**src/rtl/qmath_pkg.sv**
```systemverilog
// Shared Q-format definitions: controller state encoding, sign-magnitude field
// constants and pack/unpack helpers for the 32-bit Q-format family.
package qmath_pkg;

    typedef enum logic {
        IDLE = 1'b0,
        CALC = 1'b1
    } qstate_t;

    localparam int QM_N     = 32;
    localparam int QM_Q     = 15;
    localparam int SIGN_IDX = QM_N - 1;
    localparam int MAG_W    = QM_N - 1;

    function automatic logic [QM_N-1:0] sm_pack(input logic sign, input logic [MAG_W-1:0] mag);
        return {sign, mag};
    endfunction

    function automatic logic sm_sign(input logic [QM_N-1:0] word);
        return word[SIGN_IDX];
    endfunction

    function automatic logic [MAG_W-1:0] sm_mag(input logic [QM_N-1:0] word);
        return word[MAG_W-1:0];
    endfunction

endpackage

```
**src/rtl/qsat_round.sv**
```systemverilog
// Truncate (or round half up when QMULT_SEQ_ROUND_EN is defined) and saturate a
// Q-format magnitude product into an N-bit sign-magnitude word plus overflow.
module qsat_round #(
    parameter int Q = 15,
    parameter int N = 32
) (
    // Product magnitude bits [2N-3 : Q-1]; bit 0 here is the rounding bit P[Q-1].
    input  logic [2*N-Q-2:0] prod,
    input  logic             sign,
    output logic [N-1:0]     result,
    output logic             overflow
);

`ifdef QMULT_SEQ_ROUND_EN
    localparam logic ROUND_EN = 1'b1;
`else
    localparam logic ROUND_EN = 1'b0;
`endif

    logic [N-1:0] mag_sum;
    logic [N-2:0] mag;

    always_comb begin
        mag_sum  = {1'b0, prod[N-1:1]} + {{(N-1){1'b0}}, ROUND_EN & prod[0]};
        overflow = (|prod[2*N-Q-2:N]) | mag_sum[N-1];
        mag      = overflow ? '1 : mag_sum[N-2:0];
        // A zero magnitude never carries a sign, so -0 cannot escape.
        result   = {sign & (|mag), mag};
    end

endmodule

```
**src/rtl/qmult_seq.sv**
```systemverilog
// Sequential shift-and-add sign-magnitude Q-format multiplier, one multiplier
// bit per clock. Optional rounding via QMULT_SEQ_ROUND_EN (see qsat_round).
module qmult_seq
    import qmath_pkg::*;
#(
    parameter int Q = 15,
    parameter int N = 32
) (
    input  logic         clk,
    input  logic         reset,
    input  logic         start,
    input  logic [N-1:0] a,
    input  logic [N-1:0] b,
    output logic         busy,
    output logic         complete,
    output logic [N-1:0] result,
    output logic         overflow
);

    localparam int MW = N - 1;
    localparam int PW = 2 * N - 2;
    localparam int CW = $clog2(N);

    qstate_t         state, state_next;
    logic [PW-1:0]   mcand, acc, acc_next;
    logic [MW-1:0]   mplier;
    logic [CW-1:0]   cnt;
    logic            sign;
    logic            last;
    logic [N-1:0]    sat_result;
    logic            sat_ovf;

    // NOTE: every signal written here gets a default first, so no path can infer a latch.
    always_comb begin
        state_next = state;
        busy       = 1'b0;
        last       = 1'b0;
        acc_next   = acc + (mplier[0] ? mcand : '0);
        case (state)
            IDLE: if (start) state_next = CALC;
            CALC: begin
                busy = 1'b1;
                if (cnt == CW'(1)) begin
                    last       = 1'b1;
                    state_next = IDLE;
                end
            end
            default: state_next = IDLE;
        endcase
    end

    // The final iteration's sum goes straight to the saturator so the result
    // registers on the same edge that ends CALC.
    qsat_round #(.Q(Q), .N(N)) u_sat (
        .prod     (acc_next[PW-1:Q-1]),
        .sign     (sign),
        .result   (sat_result),
        .overflow (sat_ovf)
    );

    // NOTE: sequential state uses non-blocking assignments only, so every register
    // samples pre-edge values and ordering between blocks cannot matter.
    always_ff @(posedge clk) begin
        if (reset) begin
            // NOTE: datapath registers are reset too; the bench checks outputs
            // right after reset and there are no memories here to exempt.
            state    <= IDLE;
            complete <= 1'b0;
            result   <= '0;
            overflow <= 1'b0;
            cnt      <= '0;
            mcand    <= '0;
            mplier   <= '0;
            acc      <= '0;
            sign     <= 1'b0;
        end else begin
            state    <= state_next;
            complete <= last;
            case (state)
                IDLE: if (start) begin
                    mcand  <= {{(PW-MW){1'b0}}, a[MW-1:0]};
                    mplier <= b[MW-1:0];
                    sign   <= a[N-1] ^ b[N-1];
                    acc    <= '0;
                    cnt    <= CW'(N - 1);
                end
                CALC: begin
                    acc    <= acc_next;
                    mcand  <= mcand << 1;
                    mplier <= mplier >> 1;
                    cnt    <= cnt - CW'(1);
                    if (last) begin
                        result   <= sat_result;
                        overflow <= sat_ovf;
                    end
                end
                default: ;
            endcase
        end
    end

endmodule

```
**config.mk**
```make
export PLATFORM = sky130hd
export DESIGN_NAME = qmult_seq
export DESIGN_NICKNAME = d
export VERILOG_FILES = /design/src/rtl/qmath_pkg.sv /design/src/rtl/qsat_round.sv /design/src/rtl/qmult_seq.sv
export SDC_FILE = /design/constraint.sdc
export NUM_CORES = 1
export LEC_CHECK = 0
export CAP_MARGIN = 30
export CELL_PAD_IN_SITES_DETAIL_PLACEMENT = 2
export CELL_PAD_IN_SITES_GLOBAL_PLACEMENT = 2
export CORE_MARGIN = 2
export CORE_UTILIZATION = 37
export DETAILED_ROUTE_END_ITERATION = 6
export PLACE_DENSITY = 0.92
export SETUP_SLACK_MARGIN = 0.3
export SLEW_MARGIN = 10
export SYNTH_ARGS = -nofsm -noshare
export SYNTH_HDL_FRONTEND = slang
export SYNTH_HIERARCHICAL = 1
export SYNTH_SLANG_ARGS = --single-unit
```
**constraint.sdc**
```tcl
create_clock -name clk -period 6.9 [get_ports clk]
set_input_delay 0.69 -clock clk [delete_from_list [all_inputs] [get_ports clk]]
set_output_delay 0.69 -clock clk [all_outputs]
set_load 0.01 [all_outputs]
```
==> impl_metrics.yaml <==
sta:
  fin_skew_ps: 19.9
  post-route-period-util_pct: 83.3
  rsz0062_at_grt: "false"
  setup_viol: 0
  fin_hold_ws_ps: 465
  worst_pin_slew_ps: 995
  setup_ws_ps: 1150
  maxSlewViolCount: 0
  relSlewSlack_pct: 33.6
  fin_crit_ps: 5750
  finalHoldViolCount: 0
  final.setup.tns_ps: 0
  fmaxAchievable_mhz: 174
floorplan:
  die_height_microns: 187
  start_util_pct: 37.3
  pin_count: 102
  dieArea_sq_um: 35100
  core-area_sq_um: 33400
  row_count: 67
  die_x_microns: 187
route:
  wl_per_cell_microns: 24.6
  dr.first_iter.drc_count: 833
  vias: 12686
  via_per_inst: 6.01
  route.detailed.drc: 0
  ant_nets: 0
  routed_wl_microns: 51800
  first_pass_iters: 7
clock_tree:
  cts_buffers: 17
  clk_pin_slew_ps: 90
  clock_latency_ps: 490
  cts_tree: "done"
  root_buffer: "clkbuf_16"
  cts_buffer_depth: 2
  cts_hold_buf: 0
  ctsResizeCount: 0
  post_cts_buffers: 0
  clock_sinks: 196
  htreeDepth: 4
place:
  gp_congestion: 0.912
  hpwl_microns: 35300
  dpl.cell_count: 2077
  place_ws_ps: 1400
  port_buffers: 101
worst_setup_path:
  critPathCaptureType: "flop"
  critPathKind: "reg -> reg"
  crit_path_top_delay_cell: "dfxtp_1"
  critPathTopFamily: "compound AO/OA/AOI/OAI gates"
  critPathMaxFanout: 43
  worstPathRequired_ps: 7220
  max_stage_delay_ps: 850
  critPathArrivalTime_ps: 6070
  crit_chain: "buf_4, and2_1, ha_1, fa_1, a211oi_1, o21ai_0, o211ai_1, a21oi_1, a21oi_2, o211ai_1, nand3_1, and2_1, nor4_1, nand4_1, buf_4, o41a_1, nand2_1, a21oi_1"
  path_buf_inv: 2
  start_kind: "flop"
synth:
  synth_nets: 1770
  synth_cells: 1639
  syn_avg_cell_area_sq_um: 7.60
  yosysWarnings: 6
  async_reset_ff_share_pct: 0
  synth_edf_count: 0
  ys_ff_latch: 196
  ys_types: 77
  synth_area_sq_um: 12500
  synth_flop_cell: "dfxtp_1"
  ys_seq_area_share_pct: 31.5
min_path:
  hold_path_class: "reg -> reg"
global_routing:
  overflow: 0
  grt_use_total_pct: 29.2
  grt_pass1_wl_microns: 81500
  antenna_found_initial: 0
  grt_max_degree: 109
  grt_pass1_vias: 14158
finish:
  fin_cells: 2111
  utilization_pct: 42.6
  nNetsFinal: 1781
  syn_to_final_growth_pct: 14.2
  n_antenna_cell: 0
  drive_gt1_share_pct: 6.55
power_and_ir_drop:
  worst_ir_drop_vdd_uv: 148
  p_leak_nw: 6.09
  p_per_area_nw_per_um2: 175
outcome:
  status: "complete, no violations"
job:
  drv_cap: 0
-- metrics by stage --
step                      instance area [sq um]  power [mW]
after global routing                      14200        2.56
after floorplan                           12500        1.35
after global placement                    13600        1.44
after detailed placement                  13600        1.46
after CTS                                 14200        2.50
final                                     14200        2.49
-- cell families after synthesis --
logic type                 count (synthesis)  synth area share, %
AOI/OAI and AO/OA                        445                 22.4
xor gates and xnor gates                  49                 3.45
adders and majority gates                 64                 6.49
buffers and inverters                    147                 4.77
DFF                                      196                 31.5
muxes                                     65                 5.23
and+or+nand+nor                          673                 26.2
-- layout by cell type (no fill, tap or decap), types with 39 or more instances in the layout --
cell type,count
dfxtp_1,195
nand4_1,41
mux2i_1,64
and3_1,57
a21oi_1,230
and2_1,70
ha_1,63
nand2_1,140
o21ai_0,39
nor2_1,237
clkdlybuf4s50_1,99
-- tightest hold or removal path, stage by stage (launching register included) --
cell and delay (ps):
dfxtp_1 320, nand2_1 50, a21oi_1 50
-- area by class of cell --
type	count	area, sq um
Clock buffer	17	425
Clock inverter	15	139
Fill cell	3850	19100
Inverter	25	93.8
Multi-Input combinational cell	1296	7950
Sequential cell	196	3930
Tap cell	448	561
Timing Repair Buffer	114	1140
-- cell usage after synthesis, drive strengths merged, types with 2 or more instances --
library cell,number,area [sq um]
o21a,11,82.6
ha,63,788
a311oi,2,17.5
buf,39,188
xor2,25,219
a221oi,4,41.3
o211ai,10,80.1
or3,7,43.8
a21o,21,159
and3b,2,17.5
and2,71,444
o21ai,55,279
nand3,19,95.1
o311ai,2,35.0
or4,4,30.0
dfxtp,196,3920
o21ba,2,20.0
nor2,240,908
nand2,140,526
a31oi,6,37.5
xnor2,24,210
and4,3,26.3
inv,24,90.1
nor3,24,131
nor2b,3,18.8
o211a,2,27.5
nand4,42,278
nor4,14,87.6
a2111oi,2,23.8
a22o,19,166
mux2i,64,641
a211oi,12,90.1
o21bai,14,105
nand2b,5,31.3
a21oi,239,1230
a32o,11,110
clkbuf,83,313
nand3b,2,15.0
a22oi,5,37.5
o221ai,3,26.3
o22ai,4,25.0
and3,57,357
o31ai,14,124
or2,37,231
-- metal layers --
layer  wire length, microns  GRT usage (%)  vias up
li1                       -              -     5801
met1                  21400           34.0     6356
met2                  25900           52.1      380
met3                   2160           4.90      149
met4                   2350           14.1        0
met5                      0              0        -
-- power breakdown --
group	total [mW]	leakage (nW)	internal (mW)	switching, mW
logic	0.258	4.22	0.0958	0.162
clock network	1.04	0.272	0.480	0.562
registers	1.19	1.59	1.16	0.0307
total	2.49	6.09	1.73	0.754
-- path summary, 6_finish.rpt --
path	from	end	slack [ps]	cells after the start
min reg2reg	result[19]	result[19]	470	2
max	mplier[0]	result[31]	1150	18
max reg2reg	mplier[0]	result[31]	1150	18
min	result[19]	result[19]	470	2
-- flip-flops by register name, summed over array words and instances, names as in the netlist --
signal    count
state         1
result       32
acc          62
mplier       31
complete      1
mcand        62
cnt           5
overflow      1
sign          1
Power figures use the tool's default switching activity.
